[src/rtl/seg7_scroll_mux.sv]
// Multiplexed N-digit 7-segment driver with a scrolling message buffer.
// Digits refresh one at a time; the window offset steps through the message with wrap.
module seg7_scroll_mux #(
  parameter int N_DIGITS    = 4,
  parameter int MSG_MAX     = 32,
  parameter int REFRESH_DIV = 50000,
  parameter int SCROLL_DIV  = 25000000
) (
  input  logic                clk,
  input  logic                rst_n,
  input  logic                load_valid,
  output logic                load_ready,
  input  logic [4:0]          load_code,
  input  logic                clear,
  input  logic                start,
  input  logic                stop,
  input  logic                scroll_en,
  output logic                busy,
  output logic [N_DIGITS-1:0] an,
  output logic [6:0]          seg
);

  localparam int LW = $clog2(MSG_MAX + 1);
  localparam int AW = (MSG_MAX > 1) ? $clog2(MSG_MAX) : 1;
  localparam int DW = (N_DIGITS > 1) ? $clog2(N_DIGITS) : 1;
  localparam int RW = (REFRESH_DIV > 1) ? $clog2(REFRESH_DIV) : 1;
  localparam int SW = (SCROLL_DIV > 1) ? $clog2(SCROLL_DIV) : 1;

  typedef enum logic {IDLE, RUN} state_t;

  state_t        state_q, state_d;
  logic [LW-1:0] len_q;
  logic [LW-1:0] ofs_q;
  logic [DW-1:0] dig_q;
  logic [RW-1:0] ref_q;
  logic [SW-1:0] scr_q;
  logic [4:0]    msg [MSG_MAX];
  logic [LW:0]   idx;
  logic [4:0]    code;
  logic          accept;
  logic          go;
  logic          ref_tc;
  logic          scr_tc;
  logic          dig_last;
  logic          ofs_last;
  logic          unused_idx_hi;

  function automatic logic [6:0] decode(input logic [4:0] c);
    logic [6:0] s;
    s = 7'h00;
    case (c)
      5'd0:  s = 7'h2A;
      5'd1:  s = 7'h15;
      5'd2:  s = 7'h67;
      5'd3:  s = 7'h37;
      5'd4:  s = 7'h6D;
      5'd5:  s = 7'h37;
      5'd6:  s = 7'h3C;
      5'd7:  s = 7'h6D;
      5'd8:  s = 7'h5B;
      5'd9:  s = 7'h05;
      5'd10: s = 7'h0E;
      5'd11: s = 7'h77;
      5'd12: s = 7'h06;
      5'd13: s = 7'h73;
      5'd14: s = 7'h5F;
      5'd15: s = 7'h7E;
      5'd16: s = 7'h4F;
      5'd17: s = 7'h06;
      5'd18: s = 7'h37;
      5'd19: s = 7'h0F;
      default: s = 7'h00;
    endcase
    return s;
  endfunction

  always_comb begin
    state_d    = state_q;
    load_ready = 1'b0;
    busy       = 1'b0;
    accept     = 1'b0;
    go         = 1'b0;
    unique case (state_q)
      IDLE: begin
        load_ready = (len_q < LW'(MSG_MAX));
        accept     = load_valid && load_ready && !clear;
        go         = start && !clear && (len_q != '0);
        if (go) state_d = RUN;
      end
      RUN: begin
        busy = 1'b1;
        if (stop) state_d = IDLE;
      end
    endcase
  end

  assign ref_tc   = (ref_q == RW'(REFRESH_DIV - 1));
  assign scr_tc   = (scr_q == SW'(SCROLL_DIV - 1));
  assign dig_last = (dig_q == DW'(N_DIGITS - 1));
  assign ofs_last = (ofs_q == len_q - LW'(1));

  // (ofs+digit) mod len; short messages may need several subtractions
  always_comb begin
    idx = {1'b0, ofs_q} + (LW + 1)'(dig_q);
    for (int k = 0; k < N_DIGITS; k++) begin
      if (idx >= {1'b0, len_q}) idx = idx - {1'b0, len_q};
    end
  end

  assign code          = msg[idx[AW-1:0]];
  assign unused_idx_hi = ^idx[LW:AW];

  always_ff @(posedge clk) begin
    if (accept) msg[len_q[AW-1:0]] <= load_code;
  end

  always_ff @(posedge clk or negedge rst_n) begin
    if (!rst_n) begin
      state_q <= IDLE;
      len_q   <= '0;
      ofs_q   <= '0;
      dig_q   <= '0;
      ref_q   <= '0;
      scr_q   <= '0;
      an      <= '0;
      seg     <= '0;
    end else begin
      state_q <= state_d;
      if (state_q == IDLE) begin
        if (clear) len_q <= '0;
        else if (accept) len_q <= len_q + LW'(1);
        if (go) begin
          ofs_q <= '0;
          dig_q <= '0;
          ref_q <= '0;
          scr_q <= '0;
        end
      end else begin
        if (ref_tc) begin
          ref_q <= '0;
          dig_q <= dig_last ? '0 : dig_q + DW'(1);
        end else begin
          ref_q <= ref_q + RW'(1);
        end
        if (scroll_en) begin
          if (scr_tc) begin
            scr_q <= '0;
            ofs_q <= ofs_last ? '0 : ofs_q + LW'(1);
          end else begin
            scr_q <= scr_q + SW'(1);
          end
        end
      end
      if (state_q == RUN && !stop) begin
        an  <= N_DIGITS'(1) << dig_q;
        seg <= decode(code);
      end else begin
        an  <= '0;
        seg <= '0;
      end
    end
  end

endmodule
[config.mk]
export PLATFORM = sky130hd
export DESIGN_NAME = seg7_scroll_mux
export DESIGN_NICKNAME = d
export VERILOG_FILES = /design/src/rtl/seg7_scroll_mux.sv
export SDC_FILE = /design/constraint.sdc
export NUM_CORES = 1
export LEC_CHECK = 0
export ABC_AREA = 1
export CAP_MARGIN = 30
export CORE_MARGIN = 4
export CORE_UTILIZATION = 46
export DETAILED_ROUTE_END_ITERATION = 10
export HOLD_SLACK_MARGIN = 0.06
export SETUP_SLACK_MARGIN = 0.5
export SLEW_MARGIN = 10
export SYNTH_ARGS = -nofsm -noshare
export SYNTH_HDL_FRONTEND = slang
export SYNTH_SLANG_ARGS = --single-unit
[constraint.sdc]
create_clock -name clk -period 8 [get_ports clk]
set_input_delay 2 -clock clk [delete_from_list [all_inputs] [get_ports clk]]
set_output_delay 2 -clock clk [all_outputs]
set_load 0.05 [all_outputs]
==> run metrics <==
status completed; Worst-Margin Slew ~0.85 ns; Post-Syn Instances between 1000 and 1500; Post-synth EDFFs between 150 and 200; GP Congestion 0.8648; drt wl/cell approximately 18 um; synthesized area per cell approximately 8.9 sq um; Cell Area, Placed 0.01335 sq mm; final worst slack about 0.32 ns; Tcrit/Tclk final 0.9594; dominant cell type by area after synthesis edfxtp_1; YS warnings 0; FF-to-FF End seg[3]$_DFF_PN0_; async set or reset register ratio after synthesis 0.2952; IO Pins 25; Syn Nets 1466; via total after detailed routing approximately 10000; RSZ-0062 raised after global routing true; fill count around 2200; fin nets 1609; die area ~0.030 sq mm; synthesized area roughly 0.012 sq mm; vias in the first global route just over 10000; Yosys reg bits ~230; fin crit period ~7.7 ns; Worst Setup End Kind register; final antenna diode count 0; core outline area 0.02635 sq mm; final hold viol count 0; Setup violations, final 0; hold_buf cts 0; Reg clk slew, reported paths about 0.06 ns; Synth area leaders edfxtp_1 (39%), dfrtp_1 (13%), nand2_1 (11%); post-route ant nets 0; post-synth top area share 0.3853; Die Wd around 170 um; clock skew roughly 0.034 ns; Residual DRC 0; Main synth FF type edfxtp_1; maxcap violations 0; share of cells above drive strength 1 0.2357; initial antenna violation count 0; worst-path fanout max 8; hold_ws ~0.52 ns; Final Slew Violations 0; hold depth 2; vias per inst roughly 5.4; Global Route Usage Sum 0.2180; Max-Slew Margin vs Limit 0.4293; r2r startpoint ofs_q[0]$_DFFE_PN0P_; Place WS -0.2661 ns; Arr. time, crit path a little over 8 ns; die height between 150 and 200 um; Hold Startpoint scr_q[14]$_DFFE_PN0P_; clk_lat worst skew around 0.54 ns; CP Class register to register; Starting DRT DRC Count 910; Overflow after GRT 0; first-pass GRT wire length approximately 53 mm; Netlist cell types around 50; clock sinks ~230; r2r setup slk between 0.3 and 0.4 ns; area grow syn2layout 28.81%; root buffer cell clkbuf_16; largest net degree at the start of global routing 68; H-tree depth 1; Setup crit start kind register; worst endpoint required time ~8.4 ns; clock buffer depth 3; Buffers on Ports 24; sequential-to-total area share from yosys stat 0.5198; CTS Buf Count 26; slowest stage delay, CP around 0.40 ns; CP top delay family simple AND/OR/NAND/NOR gates; slowest CP cell dfrtp_1; fmax approximately 0.13 GHz; WL final 33.97 mm; worst-case hold path end point scr_q[14]$_DFFE_PN0P_; Buffers & Inverters on Critical Path 10; Post-DP HPWL between 20 and 25 mm; starting density of the core 0.4731; Hold WC Path Type register to register; drt pass-1 iters 5; Final Instance Area roughly 0.016 sq mm; TritonCTS clock tree yes; number of core rows approximately 60; R2R cell count 63
-- metal layers --
layer,global-route usage,routed length (um),part of all wire
met5,0,0,0
met3,0.02620,1771,0.052
met2,0.3686,16460,0.48
met1,0.2967,14740,0.43
met4,0.06720,994,0.029
-- flip-flops by register name, indices dropped and copies added, names as in the netlist --
register / count
an: 4
dig_q: 2
len_q: 6
msg: 160
ofs_q: 6
ref_q: 16
scr_q: 25
seg: 7
state_q: 1
-- final cells by class --
cell class	instances	area (sq um)	share of cell area
clock inverters	10	118.9	0.007401
clock buffers	33	696.9	0.04339
inverters	204	788.3	0.04908
flip-flops and latches	227	6481	0.4036
multi-input cells	939	5938	0.3697
well taps	335	419.2	0.02610
repair buffers	148	1618	0.1007
-- Yosys cell counts (2+ instances only) --
master	n
a21o_1	2
a21oi_1	41
a22oi_1	2
a31oi_1	7
a32o_1	2
buf_2	6
buf_4	13
buf_6	4
buf_8	3
clkbuf_1	7
clkbuf_4	2
clkinv_1	2
dfrtp_1	67
edfxtp_1	160
fa_1	5
ha_1	46
inv_1	196
inv_2	6
nand2_1	354
nand2_2	10
nand2_4	14
nand3_1	198
nand3_2	5
nand3b_1	2
nand4_1	8
nor2_1	91
nor2_2	2
nor3_1	17
nor4_1	4
o211ai_1	3
o21a_1	3
o21ai_0	44
o21ai_1	9
o21ai_2	2
o22ai_1	17
o32ai_1	5
or2_2	4
or4_1	2
xnor2_1	11
xor2_1	18
-- layout by cell type (no fill, tap or decap), drive strengths merged, types with 5 or more instances in the layout --
cell	Yosys	final
o21ai	55	55
nand4	8	8
nand3	204	204
xor2	18	18
a31oi	7	7
ha	46	46
inv	202	202
nor2	93	93
nand2	378	380
xnor2	11	11
nor3	18	18
clkbuf	9	34
dfrtp	67	67
fa	5	5
edfxtp	160	160
buf	26	122
a21oi	42	42
o32ai	5	5
clkdlybuf4s50	0	23
o22ai	17	17
clkinv	2	8
-- cell families (layout without fill, tap and decap cells) --
family / count (synthesis) / after routing / share of synthesized area
xor gates and xnor gates: 29 / 29 / 0.02037
DFF: 227 / 227 / 0.5198
adders and majority gates: 51 / 51 / 0.05419
buffers and inverters: 239 / 395 / 0.08219
AOI/OAI and AO/OA: 144 / 144 / 0.06784
and+or+nand+nor: 713 / 715 / 0.2556
-- per-stage QoR --
step	setup TNS [ns]	instances	util
6_report	0	1896	0.6094
5_1_grt	-0.4213	1896	0.6094
4_1_cts	0	1877	0.5851
3_5_place_dp	-1.158	1771	0.5067
3_3_place_gp	-0.9621	1771	0.5067
2_1_floorplan	0	1403	-
-- repair_timing --
item / CTS / global route
resized for setup: 112 / 109
setup buffers: 51 / 17
pin swaps: 42 / 77
cloned: 12 / 1
setup endpoints to repair: 7 / 7
-- worst register-to-register path: cells and delay by family (launching register included) --
family | cells | cell delay, ns
flops | 1 | 0.40
buf+inv | 10 | 0.83
compound gates | 11 | 1.49
simple gates | 35 | 3.13
fa+ha+maj | 7 | 1.77
-- worst max path at each step --
| stage | cells past startpoint | slack [ns] | startpoint | to |
|---|---|---|---|---|
| 6_report | 63 | 0.32 | ofs_q[0]$_DFFE_PN0P_ | seg[3]$_DFF_PN0_ |
| 3_5_place_dp | 60 | -0.27 | dig_q[0]$_DFFE_PN0P_ | seg[4]$_DFF_PN0_ |
| 4_1_cts | 65 | 0.48 | dig_q[0]$_DFFE_PN0P_ | seg[3]$_DFF_PN0_ |
| 2_1_floorplan | 64 | 0.50 | dig_q[0]$_DFFE_PN0P_ | seg[6]$_DFF_PN0_ |
| 5_1_grt | 62 | -0.09 | ofs_q[0]$_DFFE_PN0P_ | seg[4]$_DFF_PN0_ |
| 3_3_place_gp | 58 | -0.21 | ofs_q[1]$_DFFE_PN0P_ | seg[6]$_DFF_PN0_ |
Power is left out: the tool's default activity adds up to more than one toggle a clock period on the data nets, which glitch-free logic cannot reach.
